<file path="config.mk">
export PLATFORM = sky130hd
export DESIGN_NAME = tmds_line_packer
export DESIGN_NICKNAME = d
export VERILOG_FILES = /design/src/rtl/tmds_line_packer.sv
export SDC_FILE = /design/constraint.sdc
export NUM_CORES = 1
export LEC_CHECK = 0
export ABC_AREA = 1
export BUFFER_PORTS_ARGS = -buffer_cell sky130_fd_sc_hd__buf_2
export CORE_MARGIN = 3
export CORE_UTILIZATION = 50
export DETAILED_ROUTE_END_ITERATION = 8
export PLACE_DENSITY_LB_ADDON = 0.12
export SETUP_SLACK_MARGIN = 0.02
export SYNTH_ARGS = -nofsm -noshare
export SYNTH_HDL_FRONTEND = slang
export SYNTH_SLANG_ARGS = --single-unit
</file>
<file path="constraint.sdc">
create_clock -name rx0_pclk -period 2.13 [get_ports rx0_pclk]
set_input_delay 0 -clock rx0_pclk [delete_from_list [all_inputs] [get_ports rx0_pclk]]
set_output_delay 0 -clock rx0_pclk [all_outputs]
set_load 0.1 [all_outputs]
</file>
<file path="src/rtl/tmds_line_packer.sv">
// Packs active-video pixel pairs into 48-bit line-FIFO words and posts one descriptor per fixed-length segment.
// Latency: word 1 cycle after its odd pixel, descriptor 1 cycle after the segment's last word; a full FIFO drops the segment.
module tmds_line_packer #(
  parameter int SEG_PIX = 640,
  parameter int SEG_W   = 2
) (
  input  logic             rx0_pclk,
  input  logic             rstbtn_n,
  input  logic             video_en,
  input  logic [10:0]      video_vcnt,
  input  logic [7:0]       rx0_red,
  input  logic [7:0]       rx0_green,
  input  logic [7:0]       rx0_blue,
  input  logic             fifo_full,
  output logic [47:0]      fifo_din,
  output logic             fifo_wr_en,
  output logic             hdr_valid,
  input  logic             hdr_ready,
  output logic [10:0]      hdr_vcnt,
  output logic [SEG_W-1:0] hdr_seg,
  output logic [9:0]       hdr_len,
  output logic             ovf_sticky,
  output logic [15:0]      drop_cnt
);

  typedef enum logic [1:0] {IDLE, PACK, DROP} state_e;

  typedef struct packed {
    logic [10:0]      vcnt;
    logic [SEG_W-1:0] seg;
    logic [9:0]       len;
  } desc_t;

  localparam logic [9:0] SEG_PIX_C = 10'(SEG_PIX);

  state_e           state_q, state_d;
  logic [9:0]       cnt_q, cnt_d;
  logic [SEG_W-1:0] seg_q, seg_d;
  logic [10:0]      vcnt_q, vcnt_d;
  logic [23:0]      even_q, even_d;
  logic             arm_q, arm_d;
  logic             wr_pend_q, wr_pend_d;
  logic             wr_last_q, wr_last_d;
  logic [47:0]      din_q, din_d;
  desc_t            stage_q, stage_d;
  desc_t            hq0_q, hq0_d;
  desc_t            hq1_q, hq1_d;
  logic [1:0]       hcnt_q, hcnt_d;
  logic             ovf_q, ovf_d;
  logic [15:0]      drop_q, drop_d;

  logic [23:0] pixel;
  logic [9:0]  cnt_inc;
  logic        wr_fail;
  logic        push;
  logic        pop;

  assign pixel   = {rx0_red, rx0_green, rx0_blue};
  assign cnt_inc = cnt_q + 10'd1;
  assign wr_fail = wr_pend_q & fifo_full;
  // A pending word closes its segment if it was the SEG_PIX-th pixel or video_en just fell.
  assign push    = wr_pend_q & ~fifo_full & (wr_last_q | ~video_en);
  assign pop     = (hcnt_q != 2'd0) & hdr_ready;

  always_comb begin
    state_d   = state_q;
    cnt_d     = cnt_q;
    seg_d     = seg_q;
    vcnt_d    = vcnt_q;
    even_d    = even_q;
    arm_d     = arm_q | ~video_en;
    wr_pend_d = 1'b0;
    wr_last_d = 1'b0;
    din_d     = din_q;
    stage_d   = stage_q;
    hq0_d     = hq0_q;
    hq1_d     = hq1_q;
    hcnt_d    = hcnt_q;
    ovf_d     = ovf_q;
    drop_d    = drop_q;

    case (state_q)
      IDLE: begin
        if (video_en && arm_q) begin
          state_d = PACK;
          seg_d   = '0;
          vcnt_d  = video_vcnt;
          cnt_d   = 10'd1;
          even_d  = pixel;
        end
      end
      default: begin
        if (!video_en) begin
          state_d = IDLE;
          cnt_d   = '0;
          if (state_q == PACK && cnt_q[0]) begin
            wr_pend_d = 1'b1;
            wr_last_d = 1'b1;
            din_d     = {even_q, 24'h0};
            stage_d   = {vcnt_q, seg_q, cnt_q};
          end
        end else if (cnt_q == SEG_PIX_C) begin
          state_d = PACK;
          seg_d   = seg_q + SEG_W'(1);
          vcnt_d  = video_vcnt;
          cnt_d   = 10'd1;
          even_d  = pixel;
        end else begin
          cnt_d = cnt_inc;
          if (state_q == PACK) begin
            if (!cnt_q[0]) begin
              even_d = pixel;
            end else begin
              wr_pend_d = 1'b1;
              wr_last_d = (cnt_inc == SEG_PIX_C);
              din_d     = {even_q, pixel};
              stage_d   = {vcnt_q, seg_q, cnt_inc};
            end
          end
          // Lost mid-segment word: swallow the rest of this segment.
          if (wr_fail && !wr_last_q) state_d = DROP;
        end
      end
    endcase

    if (wr_fail) begin
      ovf_d = 1'b1;
      if (drop_q != 16'hFFFF) drop_d = drop_q + 16'd1;
    end

    case ({push, pop})
      2'b01: begin
        hq0_d  = hq1_q;
        hcnt_d = hcnt_q - 2'd1;
      end
      2'b10: begin
        if (hcnt_q == 2'd0) begin
          hq0_d  = stage_q;
          hcnt_d = 2'd1;
        end else if (hcnt_q == 2'd1) begin
          hq1_d  = stage_q;
          hcnt_d = 2'd2;
        end else begin
          ovf_d = 1'b1;
        end
      end
      2'b11: begin
        if (hcnt_q == 2'd1) begin
          hq0_d = stage_q;
        end else begin
          hq0_d = hq1_q;
          hq1_d = stage_q;
        end
      end
      default: ;
    endcase
  end

  always_ff @(posedge rx0_pclk or negedge rstbtn_n) begin
    if (!rstbtn_n) begin
      state_q   <= IDLE;
      cnt_q     <= '0;
      seg_q     <= '0;
      vcnt_q    <= '0;
      even_q    <= '0;
      arm_q     <= 1'b0;
      wr_pend_q <= 1'b0;
      wr_last_q <= 1'b0;
      din_q     <= '0;
      stage_q   <= '0;
      hq0_q     <= '0;
      hq1_q     <= '0;
      hcnt_q    <= '0;
      ovf_q     <= 1'b0;
      drop_q    <= '0;
    end else begin
      state_q   <= state_d;
      cnt_q     <= cnt_d;
      seg_q     <= seg_d;
      vcnt_q    <= vcnt_d;
      even_q    <= even_d;
      arm_q     <= arm_d;
      wr_pend_q <= wr_pend_d;
      wr_last_q <= wr_last_d;
      din_q     <= din_d;
      stage_q   <= stage_d;
      hq0_q     <= hq0_d;
      hq1_q     <= hq1_d;
      hcnt_q    <= hcnt_d;
      ovf_q     <= ovf_d;
      drop_q    <= drop_d;
    end
  end

  assign fifo_wr_en = wr_pend_q & ~fifo_full;
  assign fifo_din   = din_q;
  assign hdr_valid  = (hcnt_q != 2'd0);
  assign hdr_vcnt   = hq0_q.vcnt;
  assign hdr_seg    = hq0_q.seg;
  assign hdr_len    = hq0_q.len;
  assign ovf_sticky = ovf_q;
  assign drop_cnt   = drop_q;

endmodule
</file>
Word-level counts from Yosys, hierarchy flattened. Index checks and enable logic that the tools add are counted.

Logic and storage cells: 131. Register bits: 188. Output and inout port bits: 90. Input bits: 40.

Mux-type cells: 57. $add $sub $neg: 4. Reductions and logical operators: 22. Bitwise operators: 9. Eq/ne operators: 18.

Operators by type and width (number): 48-bit 2-to-1 mux (5); 23-bit 2-to-1 mux (9); 24-bit 2-to-1 mux (6); 23-bit one-hot mux with 3 select lines (1); 23-bit one-hot mux with 2 select lines (1); 11-bit 2-to-1 mux (4); 10-bit 2-to-1 mux (4); 2-bit 2-to-1 mux (11); 10-bit == test, second input constant (2); 16-bit by 1-bit adder with 16-bit output, second input constant (1); 16-bit inequality test, second input constant (1); 1-bit 2-to-1 mux (15); 2-bit nonzero test (6); 10-bit by 1-bit adder with 10-bit output, second input constant (1); 2-bit inequality test, second input constant (5); 2-bit AND reduction (4); 2-bit by 1-bit == test with 1-bit output, second input constant (3); 3-bit AND reduction (2); 3-bit nonzero test (2); 5-bit AND reduction (1); 1-bit AND (4); 2-bit == test, second input constant (2); 2-bit zero test (2); 2-bit by 1-bit inequality test with 1-bit output, second input constant (2); 11 further kinds (16).

Logic depth before layout (Yosys ltp). Gate-level depths: netlist of run 1.

Depth in word-level cells: 7. Gate-level depth with buffers: 11. Depth with buffers taken out: 10.

Worst setup path after synthesis of run 1. No wires, ideal clock.

Path type: reg-to-reg. From: register hcnt_q[0]. To: register hq1_q[1] (netlist bit). Stages on the path, launching flop included: 11. Setup slack: -246 ps. Arrival time: 2246 ps. Library setup time: 130 ps. Period minus slack after synthesis: 2376 ps. Data required time: 2000 ps. Cells stage by stage: dfrtp_1 > inv_1 > ha_1 > inv_1 > nand2_1 > nor2_1 > buf_4 > buf_2 > nand2_1 > o211ai_1 > o21ai_1.

Word-level cells in the longest chain between the ends: 5.

RTL lines: start, declared (line 48) `logic [1:0] hcnt_q, hcnt_d;`; start signal, assigned (line 189) `hcnt_q <= hcnt_d;`; 2-bit nonzero test (*); net hdr_valid (line 17) `output logic hdr_valid,`; 1-bit AND (*) (line 63) `assign pop = (hcnt_q != 2'd0) & hdr_ready;`; 2-bit == test (line 131) `case ({push, pop})`; 2-bit inequality test (no source line) or 2-bit nonzero test (tied branches); 3-bit AND reduction (no source line); end signal, assigned (line 188) `hq1_q <= hq1_d;`; end, declared (line 47) `desc_t hq1_q, hq1_d;`.

The timed path passes the listed nets; every way through them passes the cells marked *. The select of a mux whose other input is x is not followed. A chain may end at the register's enable or synchronous reset.

Worst setup path after layout of run 1.
From: register wr_pend_q. To: register hq0_q (netlist bit hdr_len[2]).

Word-level cells in the longest chain between the ends: 5.

RTL lines: start, declared (line 42) `logic wr_pend_q, wr_pend_d;`; start signal, assigned (line 183) `wr_pend_q <= wr_pend_d;`; 1-bit AND (*) (2 in series) (line 62) `assign push = wr_pend_q & ~fifo_full & (wr_last_q | ~video_en);`; 2-bit == test or 2-bit by 1-bit == test with 1-bit output (tied branches) (line 131); 2-bit inequality test (no source line) or 3-bit nonzero test (tied branches); 2-bit AND reduction (no source line); end signal, assigned (line 187) `hq0_q <= hq0_d;`; end, declared (line 46) `desc_t hq0_q, hq0_d;`.

Every way passes the cells marked *; elsewhere a longest branch is shown, timed or not.

==> summary.txt, run 1 <==
CTS
  – H-tree levels: 4
  – Post-CTS Setup Repair Bufs: 0
  – CTS tree: yes
  – CTS Buf Count: 17
  – Clock Sinks: 188
  – Max Buffers Root-to-Sink: 2
  – Clk Latency, worst-skew pair: 0.43 ns
  – Root Driver: clkbuf_16
  – Clock transition at path regs: 0.07 ns

Worst setup path
  – Crit path buffers/inverters: 3
  – Setup crit end kind: flip-flop
  – Most common cell on crit path: nand2_2
  – Worst EP required: 2.47 ns
  – Setup crit start kind: flip-flop
  – Crit-path cells: inv_1 -> nor2_4 -> o21ai_4 -> inv_2 -> nand2_2 -> nand2_2 -> buf_4 -> o211ai_1 -> o21ai_1
  – Max FO, Critical Path: 15
  – Max incr delay on CP: 0.35 ns
  – Critical path type: reg -> reg
  – Worst path slowest cell: dfrtp_1
  – Worst EP arrival: 2.24 ns
  – Crit path max-delay family: buffers and inverters

Floorplan
  – Ports: 130
  – Core area: 16900 µm²
  – Die area: 19300 µm²
  – Starting Density: 0.522
  – Die height: 139 µm
  – Die width: 139 µm
  – Placement Rows: 47

Timing
  – Relative slew slack: 0.659
  – Final Hold Fails: 0
  – Final setup vio count: 0
  – WHS: 0.0324 ns
  – Final Skew: 0.0143 ns
  – Max Clk Rate: 0.527 GHz
  – Worst-Margin Slew: 0.507 ns
  – RSZ-0062 raised after global routing: false
  – Period Utilization, post-route: 0.891
  – Fin crit period: 1.90 ns
  – Setup_tns: 0 ns
  – Slew Viols, Final: 0

Logic synthesis
  – Synthesized cell area: 8840 µm²
  – Leading post-synthesis cells by cell area: dfrtp_1, nand2_1, o21ai_0
  – Dominant cell type by area after synthesis: dfrtp_1
  – Avg Inst Size Synth: 8.18 µm²
  – Synth top area share: 0.532
  – YS warnings: 0
  – Cells after Synth: 1081
  – Commonest cells post-synth: nand2_1, dfrtp_1, o21ai_0, inv_1, nor2_1
  – Register area share after synthesis: 0.532
  – EDFF count, synth: 0
  – Top_reg_cell synth: dfrtp_1
  – #FFs+latches synth: 188
  – Top-count cell post-synth: nand2_1
  – Netlist cell types: 34
  – Syn_nets: 1128
  – Async SR Flop Fraction: 1.00

Final layout
  – Share of layout cells above drive strength 1: 0.176
  – Final nets: 1287
  – Sequential cell area: 4710 µm²
  – Syn-to-layout area delta: 22.2%
  – Area of the multi-input gates: 3420 µm²
  – Fill cells: 1475
  – Diode count: 0

Placed design
  – DP HPWL: 14.3 mm
  – Port bufs: 129
  – Placer Congestion: 0.895

Drt
  – # DRC: 0
  – 1st-iter DRT viols: 510
  – DR vias: 7557
  – Routed Wire Length: 21.1 mm
  – Antenna-violating nets left: 0
  – Drt first pass iters: 5
  – Vias per cell: 5.13
  – WL per Instance: 14.3 µm

GRT
  – Vias in the first global route: 7252
  – Total track usage: 0.221
  – Largest net degree at the start of global routing: 69
  – Global-route wire length before repair: 35.7 mm
  – GRT overflow: 0
  – Initial antenna violation count: 0

Hold path
  – Hold/Removal Path Class: in -> reg

Status
  – Status: finished, final reports clean

Flow run
  – Max-Cap Viols: 0
-- logic make-up (layout without fill, tap and decap cells) --
family	after synthesis	in the layout	share of synthesized area
AO/OA/AOI/OAI	261	261	0.163
XOR/XNOR	10	10	0.00991
adder cells (fa/ha/maj)	7	7	0.00991
buffers and inverters	173	345	0.0842
flip-flops	188	188	0.532
AND/OR/NAND/NOR	442	442	0.200
-- layer usage --
metal,global-route usage,vias up,share of wire
li1,-,3820,-
met1,0.315,3533,0.48
met2,0.346,189,0.46
met3,0.0538,15,0.057
met4,0.0541,0,0.010
met5,0,-,0
-- cells in the final DEF, fill, tap and decap left out, types with 6 or more instances in the layout --
cell type      instances
nand2_1              278
dfrtp_1              185
buf_2                128
o21ai_0              122
inv_1                108
nor2_1                97
o21ai_1               54
nand3_1               42
dlygate4sd3_1         37
a21oi_1               29
buf_4                 27
o211ai_1              24
clkbuf_16             17
o22ai_1               11
o21a_1                 9
xor2_1                 8
a31oi_1                7
nor3_1                 6
ha_1                   6
-- what timing repair did --
item / 4_1_cts / 5_1_grt
hold buffers: 37 / 0
endpoints found under the setup margin: 0 / 23
hold endpoints to repair: 208 / 0
resized for setup: 0 / 6
-- path summary, 6_finish.rpt --
path,start,to,slack [ns],depth (start not counted)
setup / recovery,wr_pend_q,hdr_len[2],0.23,9
min in group asynchronous,rstbtn_n,drop_cnt[6],0.11,2
max in group asynchronous,rstbtn_n,hdr_vcnt[5],1.32,3
hold / removal,fifo_full,hq1_q[11],0.03,5
setup reg to reg,wr_pend_q,hdr_len[2],0.23,9
hold reg to reg,arm_q,arm_q,0.47,1
-- state kept, by name, summed over array words and instances, names as in the netlist, 10 cells and up --
signal    flops
cnt_q        10
drop_cnt     16
even_q       24
fifo_din     48
hdr_len      10
hdr_vcnt     11
hq1_q        23
stage_q      23
vcnt_q       11
-- worst reg2reg max path, stage by stage (launching register included) --
cell and delay, ns:
dfrtp_1 0.35, inv_1 0.07, nor2_4 0.13, o21ai_4 0.11, inv_2 0.25, nand2_2 0.11
nand2_2 0.29, buf_4 0.25, o211ai_1 0.11, o21ai_1 0.17
-- layout make-up --
class                      count  area share
sequential                   188       0.436
clock buffer                  17      0.0394
multi-input combinational    720       0.317
tap                          220      0.0255
timing repair buffer         196       0.119
inverter                     117      0.0421
clock inverter                15      0.0211
-- through the flow --
step / cells / utilization / cell area (µm²) / setup WS [ns]
2_1_floorplan: 1081 / - / 8860 / 0.0225
3_3_place_gp: 1404 / 0.576 / 9760 / 0.206
3_5_place_dp: 1404 / 0.576 / 9760 / 0.108
4_1_cts: 1473 / 0.637 / 10800 / 0.0827
5_1_grt: 1473 / 0.637 / 10800 / 0.0860
6_report: 1473 / 0.637 / 10800 / 0.232
Power of run 1 is not shown: default switching activity piles up to over one toggle a cycle in this logic, so the estimate is an artifact.
==> inputs of run 2 (changes only) <==
Settings changed: HOLD_SLACK_MARGIN set to 0.03.
Clock period 2.13 ns to 1.6 ns, I/O delays scaled along.
==> summary.txt, run 2 (synthesis gave the netlist of run 1 again) <==
Drt
  – Routed Wire Length: 28.3 mm (+34%)
  – 1st-iter DRT viols: 700 (+37%)
  – DR vias: 8818 (+17%)
  – WL per Instance: 17.7 µm (+23%)
  – Antenna-violating nets left: 0 (unchanged)
  – Vias per cell: 5.52 (+7.6%)
  – Drt first pass iters: 5 (unchanged)
  – # DRC: 0 (unchanged)

Floorplan
  – Die width: 139 µm (unchanged)
  – Die area: 19300 µm² (unchanged)
  – Placement Rows: 47 (unchanged)
  – Core area: 16900 µm² (unchanged)
  – Ports: 130 (unchanged)
  – Die height: 139 µm (unchanged)
  – Starting Density: 0.522 (unchanged)

Worst setup path
  – Worst EP required: 1.91 ns (-0.56 ns)
  – Worst path slowest cell: dfrtp_1
  – Setup crit start kind: flip-flop
  – Most common cell on crit path: buf_12
  – Worst EP arrival: 2.10 ns (-0.14 ns)
  – Critical path type: reg -> reg
  – Max FO, Critical Path: 8 (-7)
  – Max incr delay on CP: 0.39 ns (+0.04 ns)
  – Crit path max-delay family: simple AND/OR/NAND/NOR gates
  – Crit path buffers/inverters: 4 (+1)
  – Crit-path cells: inv_2 -> ha_4 -> nand2_4 -> nor2_4 -> nand4_1 -> nand3_4 -> buf_12 -> inv_12 -> buf_12 -> nand2_1 -> o21ai_1
  – Setup crit end kind: flip-flop

Final layout
  – Fill cells: 1030 (-30%)
  – Diode count: 0 (unchanged)
  – Largest register FFs: 48 (unchanged)
  – Final nets: 1412 (+9.7%)
  – Final design utilization: 0.796 (+0.159)
  – Share of layout cells above drive strength 1: 0.400 (+0.224)
  – Syn-to-layout area delta: 52.6%
  – Finished layout cell area: 13500 µm² (+25%)
  – Commonest non-fill, non-tap cell in the layout: nand2_1
  – Most frequent cells in the layout: nand2_1, dfrtp_1, buf_2

Hold path
  – Hold/Removal Path Class: in -> async

Flow run
  – Max-Cap Viols: 0 (unchanged)

GRT
  – Total track usage: 0.244 (+0.0226)
  – Largest net degree at the start of global routing: 74 (+7.2%)
  – GRT overflow: 0 (unchanged)
  – Global-route wire length before repair: 39.1 mm (+9.6%)
  – Vias in the first global route: 7882 (+8.7%)
  – Initial antenna violation count: 0 (unchanged)

Timing
  – Period Utilization, post-route: 1.12 (+0.225)
  – Final setup vio count: 166 (+166)
  – RSZ-0062 raised after global routing: true
  – Fin crit period: 1.79 ns (-0.113 ns)
  – Slew Viols, Final: 0 (unchanged)
  – Final WS setup: -0.186 ns (-0.417 ns)
  – Final Hold Fails: 0 (unchanged)
  – Final Skew: 0.0158 ns (+0.00151 ns)
  – Relative slew slack: 0.649 (-0.00989)
  – Worst-Margin Slew: 0.521 ns (+0.0147 ns)
  – Max Clk Rate: 0.560 GHz (+6.3%)

CTS
  – Clock Sinks: 188 (unchanged)
  – Root Driver: clkbuf_16
  – CTS Buf Count: 17 (unchanged)
  – CTS tree: yes
  – Clk Latency, worst-skew pair: 0.44 ns (about the same)
  – Clock transition at path regs: 0.07 ns (about the same)
  – Max Buffers Root-to-Sink: 2 (unchanged)
  – H-tree levels: 4 (unchanged)

Placed design
  – DP Area: 10400 µm² (+7.0%)
  – Port bufs: 129 (unchanged)
  – DP HPWL: 14.9 mm (+4.1%)
  – Placer Congestion: 0.895 (about the same)

Status
  – Failing checks: setup timing
  – Status: finished, violations left
## run 2: final cells by class
class	count	area [µm²]	area share
Timing Repair Buffer	320	3130	0.232
Clock buffer	18	439	0.0326
Timing Repair inverter	1	11.3	0.000835
Clock inverter	14	158	0.0117
Tap cell	220	275	0.0204
Sequential cell	188	4730	0.351
Inverter	117	475	0.0353
Multi-Input combinational cell	720	4270	0.317
## run 2: final timing paths
path / start / endpoint / slack [ns] / depth (start not counted)
max in group asynchronous: rstbtn_n / fifo_din[8] / 1.09 / 3
setup reg to reg: cnt_q[0] / stage_q[21] / -0.19 / 11
hold reg to reg: fifo_din[42] / fifo_din[42] / 0.48 / 2
hold / removal: rstbtn_n / drop_cnt[5] / 0.15 / 3
setup / recovery: cnt_q[0] / stage_q[21] / -0.19 / 11
min in group rx0_pclk: fifo_full / ovf_sticky / 0.17 / 5
## run 2: per-layer routing
layer | up-vias | GRT usage | share of wire
li1 | 4091 | - | -
met1 | 4271 | 0.338 | 0.40
met2 | 389 | 0.383 | 0.50
met3 | 67 | 0.0583 | 0.076
met4 | 0 | 0.0783 | 0.027
met5 | - | 0 | 0
## run 2: stage by stage
step | TNS, ns | setup slack [ns] | std cells | hold WS (ns)
after detailed placement | -6.23 | -0.120 | 1454 | 0.0488
final | -14.40 | -0.186 | 1598 | 0.155
after CTS | -1.81 | -0.0756 | 1559 | 0.112
after global routing | -27.05 | -0.248 | 1598 | 0.172
after floorplan | -21.67 | -0.452 | 1081 | -0.296
after global placement | -4.60 | -0.0820 | 1454 | 0.0521
## run 2: what timing repair did
| item | in CTS | in global routing |
|---|---|---|
| gates cloned | 11 | 24 |
| setup buffers | 24 | 18 |
| pin swaps | 22 | 57 |
| hold endpoints to repair | 249 | 0 |
| hold buffers | 38 | 0 |
| setup endpoints to repair | 126 | 183 |
| resized for setup | 110 | 241 |
## run 2: worst reg2reg max path, cell delays in order (launching register included)
cell and delay (ns):
dfrtp_1 0.39, inv_2 0.09, ha_4 0.14, nand2_4 0.05, nor2_4 0.09, nand4_1 0.21, nand3_4 0.22, buf_12 0.16
inv_12 0.05, buf_12 0.14, nand2_1 0.06, o21ai_1 0.07
Power of run 2 is left out for the same reason.
==> inputs of run 3 (changes only) <==
Settings changed: CORE_UTILIZATION 50 to 24, SETUP_SLACK_MARGIN 0.02 to not set.
==> summary.txt, run 3 (synthesis gave the netlist of run 1 again) <==
Status
  – Status: finished, violations left
  – Failing checks: setup timing

CTS
  – H-tree levels: 4 (unchanged)
  – Clock Sinks: 188 (unchanged)
  – Max Buffers Root-to-Sink: 2 (unchanged)
  – Clk Latency, worst-skew pair: 0.45 ns (about the same)
  – CTS Buf Count: 17 (unchanged)
  – Clock transition at path regs: 0.09 ns (+0.02 ns)
  – CTS tree: yes
  – Root Driver: clkbuf_16

Drt
  – Routed Wire Length: 29.8 mm (+5.6%)
  – Antenna-violating nets left: 0 (unchanged)
  – DR vias: 8204 (-7.0%)
  – Drt first pass iters: 4 (-1)
  – Vias per cell: 4.48 (-19%)
  – WL per Instance: 16.3 µm (-7.8%)
  – # DRC: 0 (unchanged)
  – 1st-iter DRT viols: 383 (-45%)

Worst setup path
  – Crit path max-delay family: simple AND/OR/NAND/NOR gates
  – Crit-path cells: inv_2 -> ha_4 -> nand2_4 -> nor2_4 -> nand4_1 -> nand3_4 -> clkbuf_16 -> clkbuf_16 -> nand2_2 -> o21ai_1
  – Setup crit end kind: flip-flop
  – Crit path buffers/inverters: 3 (-1)
  – Setup crit end: fifo_din[16]
  – Max incr delay on CP: 0.40 ns (about the same)
  – CP Depth: 10 (-1)
  – Worst path slowest cell: dfrtp_1
  – Worst EP arrival: 2.12 ns (+0.02 ns)
  – Most common cell on crit path: clkbuf_16
  – R2R cell count: 10 (-1)
  – Max FO, Critical Path: 6 (-2)
  – Reg-to-reg endpoint: fifo_din[16]
  – Worst EP required: 1.98 ns (+0.07 ns)
  – Critical path type: reg -> reg
  – Worst R2R Setup Slack: -0.14 ns (+0.04 ns)
  – Setup crit start kind: flip-flop
  – Critical R2R Launch: cnt_q[0]
  – CP startpoint: cnt_q[0]

Timing
  – Slew Viols, Final: 0 (unchanged)
  – Fin crit period: 1.74 ns (-0.0448 ns)
  – Worst-Margin Slew: 0.766 ns (+0.245 ns)
  – RSZ-0062 raised after global routing: true
  – Final Hold Fails: 0 (unchanged)
  – Final WS setup: -0.141 ns (+0.0448 ns)
  – Relative slew slack: 0.488 (-0.161)
  – Final setup vio count: 120 (-28%)
  – Max Clk Rate: 0.574 GHz (+2.6%)
  – Period Utilization, post-route: 1.09 (-0.0280)
  – Final Skew: 0.0160 ns (+0.000173 ns)

Final layout
  – Fill cells: 3695 (+260%)
  – Area of the multi-input gates: 4220 µm² (-1.1%)
  – Share of layout cells above drive strength 1: 0.376 (-0.0241)
  – Final nets: 1402 (-0.71%)
  – Most frequent cells in the layout: nand2_1, dfrtp_1, buf_2
  – Sequential cell area: 4730 µm² (unchanged)
  – Largest register FFs: 48 (unchanged)
  – Cell Count, Final, Fillers Out: 1830 (+15%)
  – Syn-to-layout area delta: 52.4%
  – Commonest non-fill, non-tap cell in the layout: nand2_1

Floorplan
  – Placement Rows: 69 (+47%)
  – Core area: 35900 µm² (+110%)
  – Die area: 39200 µm² (+100%)
  – Ports: 130 (unchanged)
  – Starting Density: 0.246 (-0.276)
  – Die height: 198 µm (+42%)
  – Die width: 198 µm (+42%)

GRT
  – Largest net degree at the start of global routing: 49 (-34%)
  – Vias in the first global route: 7996 (+1.4%)
  – GRT overflow: 0 (unchanged)
  – Initial antenna violation count: 1 (+1)
  – Global-route wire length before repair: 44.4 mm (+14%)
  – Total track usage: 0.144 (-0.100)

Hold path
  – Hold/Removal Path Class: in -> reg

Flow run
  – Max-Cap Viols: 0 (unchanged)

Placed design
  – Port bufs: 129 (unchanged)
  – DP Cell Count: 1700 (+17%)
  – DP HPWL: 18.0 mm (+21%)
  – Placer Congestion: 0.800 (-11%)
==> run 3: changes by cell type in the layout (fill, tap and decap cells not counted), moves of 5 or more <==
cell,before,now
o21ai_1,97,89
o21ai_2,47,40
nand2_2,57,46
buf_12,27,20
nand2_1,199,210
nor2_2,26,19
nor2_4,15,20
o21ai_0,31,46
==> run 3: final cells by class <==
class,instances,share of cell area
repair buffers,309,0.212
repair inverters,2,0.00130
inverters,117,0.0346
multi-input cells,720,0.313
clock inverters,15,0.0126
well taps,461,0.0428
diodes,1,0.000186
clock buffers,17,0.0316
flip-flops and latches,188,0.351
==> run 3: worst min path at each step <==
stage / from / end / slack [ns] / cells after the start
after CTS: fifo_full / ovf_sticky / 0.06 / 5
after detailed placement: rstbtn_n / drop_cnt[1] / -0.12 / 1
final: video_en / stage_q[9] / 0.08 / 5
after global routing: video_en / stage_q[9] / 0.1 / 5
after floorplan: rstbtn_n / arm_q / -0.30 / 0
after global placement: rstbtn_n / drop_cnt[1] / -0.12 / 1
==> run 3: what timing repair did <==
action,in CTS,in global routing
hold buffers,40,0
endpoints found under the setup margin,150,184
hold endpoints to repair,249,0
setup buffers,12,21
gates cloned,6,25
gates resized for setup,86,252
pin swaps,24,50
==> run 3: worst min-delay path, cell delays in order <==
cell     delay (ns)
buf_2          0.14
inv_2          0.12
nand2_1        0.10
nand3_1        0.07
o21ai_0        0.07
==> run 3: per-stage QoR <==
step            util  setup WS (ns)  TNS [ns]  hold slack, ns  instance area, µm²
6_report       0.375         -0.141     -6.94          0.0846               13500
5_1_grt        0.375         -0.259    -24.84          0.0964               13500
4_1_cts        0.339         -0.132     -9.10          0.0642               12200
3_5_place_dp   0.300         -0.177    -11.42          -0.118               10800
3_3_place_gp   0.300         -0.148     -8.46          -0.119               10800
2_1_floorplan      -         -0.452    -21.67          -0.296                9020
==> run 3: per-layer routing <==
metal	up-vias	global-route usage	wire, µm
met5	-	0	0
met4	0	0.0325	254
met3	17	0.0407	1530
met2	153	0.223	13700
met1	3969	0.199	14400
li1	4065	-	-
Power of run 3 is left out for the same reason.
